<file path="src/rtl/instr_sequencer.sv">
// Fetch/decode/execute controller for the program ROM.
// Each instruction takes FETCH, DECODE, EXEC. addi writes the register file
// for one cycle. out holds a valid/ready transaction until it is accepted.
module instr_sequencer #(
  parameter int ADDR_W = 4,
  parameter int DATA_W = 8,
  parameter bit WRAP   = 1'b0
) (
  input  logic              clk,
  input  logic              rst,
  input  logic              run,
  output logic [ADDR_W-1:0] rom_addr,
  input  logic [15:0]       rom_inst,
  output logic [2:0]        rf_raddr,
  input  logic [DATA_W-1:0] rf_rdata,
  output logic              rf_we,
  output logic [2:0]        rf_waddr,
  output logic [DATA_W-1:0] rf_wdata,
  output logic              out_valid,
  input  logic              out_ready,
  output logic [2:0]        out_port,
  output logic [DATA_W-1:0] out_data,
  output logic              busy,
  output logic              halted
);

  typedef enum logic [2:0] {
    S_IDLE,
    S_FETCH,
    S_DECODE,
    S_EXEC,
    S_HALT
  } state_t;

  localparam logic [3:0]        OP_ADDI = 4'b0001;
  localparam logic [3:0]        OP_OUT  = 4'b1111;
  localparam logic [ADDR_W-1:0] PC_LAST = '1;

  state_t              state;
  state_t              state_next;
  logic [ADDR_W-1:0]   pc;
  logic [ADDR_W-1:0]   pc_next;
  logic [15:0]         ir;
  logic [DATA_W-1:0]   src;
  logic                ir_load;
  logic                src_load;
  logic                is_addi;
  logic                is_out;

  // IR[8] carries no meaning in the encoding.
  logic                unused_ir_bit;
  assign unused_ir_bit = ir[8];

  assign is_addi = (ir[15:12] == OP_ADDI);
  assign is_out  = (ir[15:12] == OP_OUT);

  // Datapath outputs are views of PC/IR/SRC, so reset clears them too.
  assign rom_addr = pc;
  assign rf_raddr = ir[11:9];
  assign rf_waddr = ir[11:9];
  assign rf_wdata = src + DATA_W'(ir[7:0]);
  assign out_port = ir[2:0];
  assign out_data = src;
  assign busy     = (state == S_FETCH) || (state == S_DECODE) || (state == S_EXEC);
  assign halted   = (state == S_HALT);

  // State, program counter and instruction/source latches.
  always_ff @(posedge clk) begin
    if (rst) begin
      state <= S_IDLE;
      pc    <= '0;
      ir    <= '0;
      src   <= '0;
    end else begin
      state <= state_next;
      pc    <= pc_next;
      if (ir_load)  ir  <= rom_inst;
      if (src_load) src <= rf_rdata;
    end
  end

  // Next-state, PC advance and execute strobes.
  always_comb begin
    state_next = state;
    pc_next    = pc;
    ir_load    = 1'b0;
    src_load   = 1'b0;
    rf_we      = 1'b0;
    out_valid  = 1'b0;
    unique case (state)
      S_IDLE: begin
        if (run) state_next = S_FETCH;
      end
      S_FETCH: begin
        ir_load    = 1'b1;
        state_next = S_DECODE;
      end
      S_DECODE: begin
        src_load   = 1'b1;
        state_next = S_EXEC;
      end
      S_EXEC: begin
        rf_we     = is_addi;
        out_valid = is_out;
        // Non-out instructions complete immediately; out waits for the handshake.
        if (!is_out || out_ready) begin
          if (!WRAP && (pc == PC_LAST)) begin
            state_next = S_HALT;
          end else begin
            pc_next    = pc + 1'b1;
            state_next = run ? S_FETCH : S_IDLE;
          end
        end
      end
      S_HALT: begin
        state_next = S_HALT;
      end
      default: begin
        state_next = S_IDLE;
      end
    endcase
  end

endmodule

</file>
<file path="config.mk">
export PLATFORM = sky130hd
export DESIGN_NAME = instr_sequencer
export DESIGN_NICKNAME = d
export VERILOG_FILES = /design/src/rtl/instr_sequencer.sv
export SDC_FILE = /design/constraint.sdc
export NUM_CORES = 1
export LEC_CHECK = 0
export BUFFER_PORTS_ARGS = -buffer_cell sky130_fd_sc_hd__buf_2
export CAP_MARGIN = 20
export CORE_ASPECT_RATIO = 0.9
export CORE_MARGIN = 2
export CORE_UTILIZATION = 40
export CTS_BUF_LIST = sky130_fd_sc_hd__clkbuf_4 sky130_fd_sc_hd__clkbuf_8
export DETAILED_ROUTE_END_ITERATION = 8
export GPL_ROUTABILITY_DRIVEN = 0
export GPL_TIMING_DRIVEN = 0
export PLACE_DENSITY = 0.75
export SYNTH_ARGS = -nofsm -noshare
export SYNTH_HDL_FRONTEND = slang
export SYNTH_SLANG_ARGS = --single-unit
</file>
<file path="constraint.sdc">
create_clock -name clk -period 1.65 [get_ports clk]
set_clock_uncertainty 0.15 [all_clocks]
set_input_delay 0.0825 -clock clk [delete_from_list [all_inputs] [get_ports clk]]
set_output_delay 0.0825 -clock clk [all_outputs]
set_load 0.02 [all_outputs]
</file>
; Word-level counts from Yosys, hierarchy flattened
; Index checks and enable logic that the tools add are counted.
[classes]
add_sub_neg = 2
eq_ne = 9
muxes = 9
bitwise = 1
reduce_logical = 7
[op_table]
columns = operator, n
row1 = $pmux 3 s5, 1
row2 = $mux 3, 3
row3 = $add 8x8->8, 1
row4 = $eq 4x4->1 const B, 2
row5 = $eq 3x2->1 const B, 2
row6 = $mux 1, 5
row7 = $add 4x1->4 const B, 1
row8 = $eq 4x1->1 const B, 1
row9 = $eq 3x1->1 const B, 1
row10 = $eq 3x3->1 const B, 1
row11 = $logic_not 3->1, 1
row12 = $logic_or 1x1->1, 3
row13 = $reduce_and 3->1, 1
row14 = $ne 2x1->1 const B, 1
row15 = $ne 2x2->1 const B, 1
row16 = $reduce_and 2->1, 1
row17 = $logic_not 1->1, 1
row18 = $not 1->1, 1
[totals]
ff_bits = 31
inputBits = 28
out_inout_bits = 33

; Longest topological paths before layout
[logic_depth]
depth_word = 5
ltp_mapped = 7
mapped_depth_nobuf = 7

; Worst setup path before layout
; Ideal clock, no wire load.
[synth_path]
path_kind = register -> output
start = reg src[2] (netlist: out_data[2])
end = out rf_wdata[6]
t_arrival_ps = 1858
required_time_ps = 1417
path_slack_ps = -440
path_stages_with_launch = 6
path_buffers = 0
path_cell_list = dfxtp_1 ha_1 nor2b_1 o21a_1 o21a_1 o311ai_1
[synth_via]
elab_chain_len = 1
[synth_lines]
columns = element, line_no
row1 = from (decl), 44  ; logic [DATA_W-1:0] src;
row2 = from (signal assigned), 78  ; if (src_load) src <= rf_rdata;
row3 = $add 8x8->8, 61  ; assign rf_wdata = src + DATA_W'(ir[7:0]);
row4 = to (decl), 18  ; output logic [DATA_W-1:0] rf_wdata,
; Every way passes these cells.

; Worst setup path after layout
[layout_path]
start = reg src[0] (netlist: out_data[0])
end = out rf_wdata[6]
; Same word-level chain as after synthesis.

==> flow_summary.toml <==
[floorplanning]
die_w_um = 69.28
start_util = 0.4140
io_pins = 61
die_h_um = 62.75
dieArea_sq_um = 4347
rows = 21
core_area_sq_um = 3705

[logic_synthesis]
ys.flop_type = "dfxtp_1"
syn_avg_cell_area_sq_um = 8.247
synth_edf_count = 0
yosys_warnings = 0
syn_inst = 186
synth_seq_area_share = 0.3915
syn-num-nets = 223
syn_area_sq_um = 1534
ys_async_sr_fraction = 0
ys_types = 34
synth_seq_cells = 30

[cells_and_area]
fin_util = 0.6653
fin_area_sq_um = 2465
nNetsFinal = 319
layout-drive-gt1-share = 0.4255
nFillCells = 300
multi_input_area_sq_um = 952.2
synthToLayoutAreaGrowth_pct = 60.68
regArea_sq_um = 620.6
diodes = 0

[sta]
max_slew_margin = 0.6586
rsz0062_at_grt = "yes"
min_period_ns = 2.124
tns_ns = -1.914
max_freq_mhz = 470.8
setup_viol = 7
drv_slew = 0
fin_crit_sh = 1.287
tightestPinTransition_ns = 0.5122
fin_ws_ns = -0.4738
hold_violations = 0

[clock_tree]
cts_buffers = 5
clockBufferDepth = 2
htreeDepth = 2
cts_tree = "built"
cts-root-buf = "clkbuf_8"
clk_latency_ns = 0.28
clk_pin_slew_worst_paths_ns = 0.06
cts.sinks = 30

[setup_path]
crit_type = "flop to primary output"
cpMostUsedCell = "o21a_1"
startpoint = "out_data[0]"
cp_num_buf_inv = 2
start_kind = "flop"
r2r-start = "state[2]"
cp-end-kind = "primary output"
cpMaxStageDelayCell = "dfxtp_4"
cp_top_family = "compound AO/OA/AOI/OAI gates"
worstPathCellList = "ha_4 > inv_2 > fa_2 > nor2b_1 > o21a_1 > o21a_1 > o311ai_4 > buf_6"
critPathMaxStageDelay_ns = 0.36
crit_fanout = 3
required_ns = 1.42
arrival_ns = 1.89

[global_routing]
antenna_found_initial = 0
grt_start_max_net_pins = 11
grt_pass1_vias = 1564
grtUsageTotal = 0.2022
globalRouteOverflowTotal = 0
grt_pass1_wl_mm = 7.038

[placement]
place_ws_ns = -0.2599
dpl_cell_area_sq_um = 1969
port-buffer-count = 58
dp.final_hpwl_mm = 2.598

[detailed_routing]
vias_per_cell = 4.814
drt_iter0_markers = 54
vias = 1579
drt-pass1-iter-count = 4
ant_nets = 0
drcViolationCount = 0
wl_mm = 4.199
wl_per_cell_um = 12.80

[worst_hold_path]
worstHoldStart = "rst"
hp-class = "input port to flop"

[pwr]
power.leakage_nw = 1.113
power_density_nw_per_um2 = 788.6
finalPower_mw = 1.944
irDropWorstVdd_mv = 0.4477

[run]
maxCapViolations = 0

[outcome]
outcome = "finished, violations left"
violations = "setup timing"
==> where the power goes <==
part	internal, mW	leakage, nW	switching, mW	total (mW)
combinational	0.262	0.815	0.260	0.522
sequential	0.771	0.250	0.0444	0.816
clock	0.347	0.0477	0.259	0.606
total	1.38	1.11	0.564	1.94
==> area by class of cell <==
type                       count  share of cell area
multi-input combinational    133              0.3863
timing repair buffer          91              0.2543
sequential                    30              0.2518
buffer                        14             0.03706
clock buffer                   7             0.03655
tap                           46             0.02335
inverter                       7             0.01066
==> per-stage QoR <==
| stage | hold WS (ns) | instances |
|---|---|---|
| 4_1_cts | 0.05311 | 329 |
| 2_1_floorplan | 0.06095 | 186 |
| 3_5_place_dp | 0.1729 | 290 |
| 3_3_place_gp | 0.1652 | 290 |
| 5_1_grt | 0.1038 | 328 |
| 6_report | 0.06910 | 328 |
==> repair_timing <==
action	CTS	global route
resized for setup	22	7
setup buffers	9	1
pin swaps	8	4
endpoints found under the hold margin	23	0
hold buffers	23	0
endpoints found under the setup margin	8	20
==> sequential cells by signal, summed over array words and instances (netlist names) <==
name,cells
ir,15
out_data,8
rom_addr,4
state,3
==> synth_stat cells, drive strengths merged, types with 3 or more instances <==
master / count / share of area
nand2: 34 / 0.083
dfxtp: 30 / 0.39
nor2: 23 / 0.056
a21oi: 21 / 0.069
buf: 11 / 0.051
ha: 8 / 0.065
mux2i: 8 / 0.052
inv: 7 / 0.017
clkbuf: 5 / 0.012
xnor2: 5 / 0.029
nand3: 3 / 0.013
nor3: 3 / 0.0098
o211ai: 3 / 0.024
o21a: 3 / 0.015
==> cells in the final DEF (no fill, tap or decap), types with 3 or more instances in the layout <==
cell           Yosys  routed
dlygate4sd3_1      0      23
xnor2_1            5       3
nor2_1            23      22
clkbuf_1           5       3
a21oi_1           21      19
nor3_1             3       3
dfxtp_2            0      10
dfxtp_1           30      18
buf_6              0       3
inv_1              7       5
buf_4              9      25
clkbuf_8           0       6
o21a_1             3       3
buf_2              2      51
nand2_1           34      34
mux2i_1            8       8
ha_1               8       3
ha_4               0       5
==> layer usage <==
metal / global-route usage / share of wire / up-vias
met4: 0.05147 / 0.0076 / 0
li1: - / - / 811
met1: 0.2558 / 0.43 / 714
met5: 0 / 0 / -
met2: 0.3534 / 0.52 / 49
met3: 0.03871 / 0.044 / 5
==> path summary, 6_finish.rpt <==
check                              endpoint  slack (ns)  cells after the start
worst min-delay path            out_data[4]        0.07                      2
worst min register to register        ir[6]        0.31                      2
worst max-delay path            rf_wdata[6]       -0.47                      8
worst max register to register  rom_addr[3]        0.09                      5
==> kinds of logic (layout without fill, tap and decap cells) <==
group           after synthesis  count (layout)  share of synthesized area
simple gates                 75              75                     0.2162
compound gates               35              35                     0.1476
flops                        30              30                     0.3915
buf+inv                      23             119                    0.07994
fa+ha+maj                     9               9                    0.07831
mux                           8               8                    0.05220
xor+xnor                      6               6                    0.03426
(Power assumes the default switching activity.)
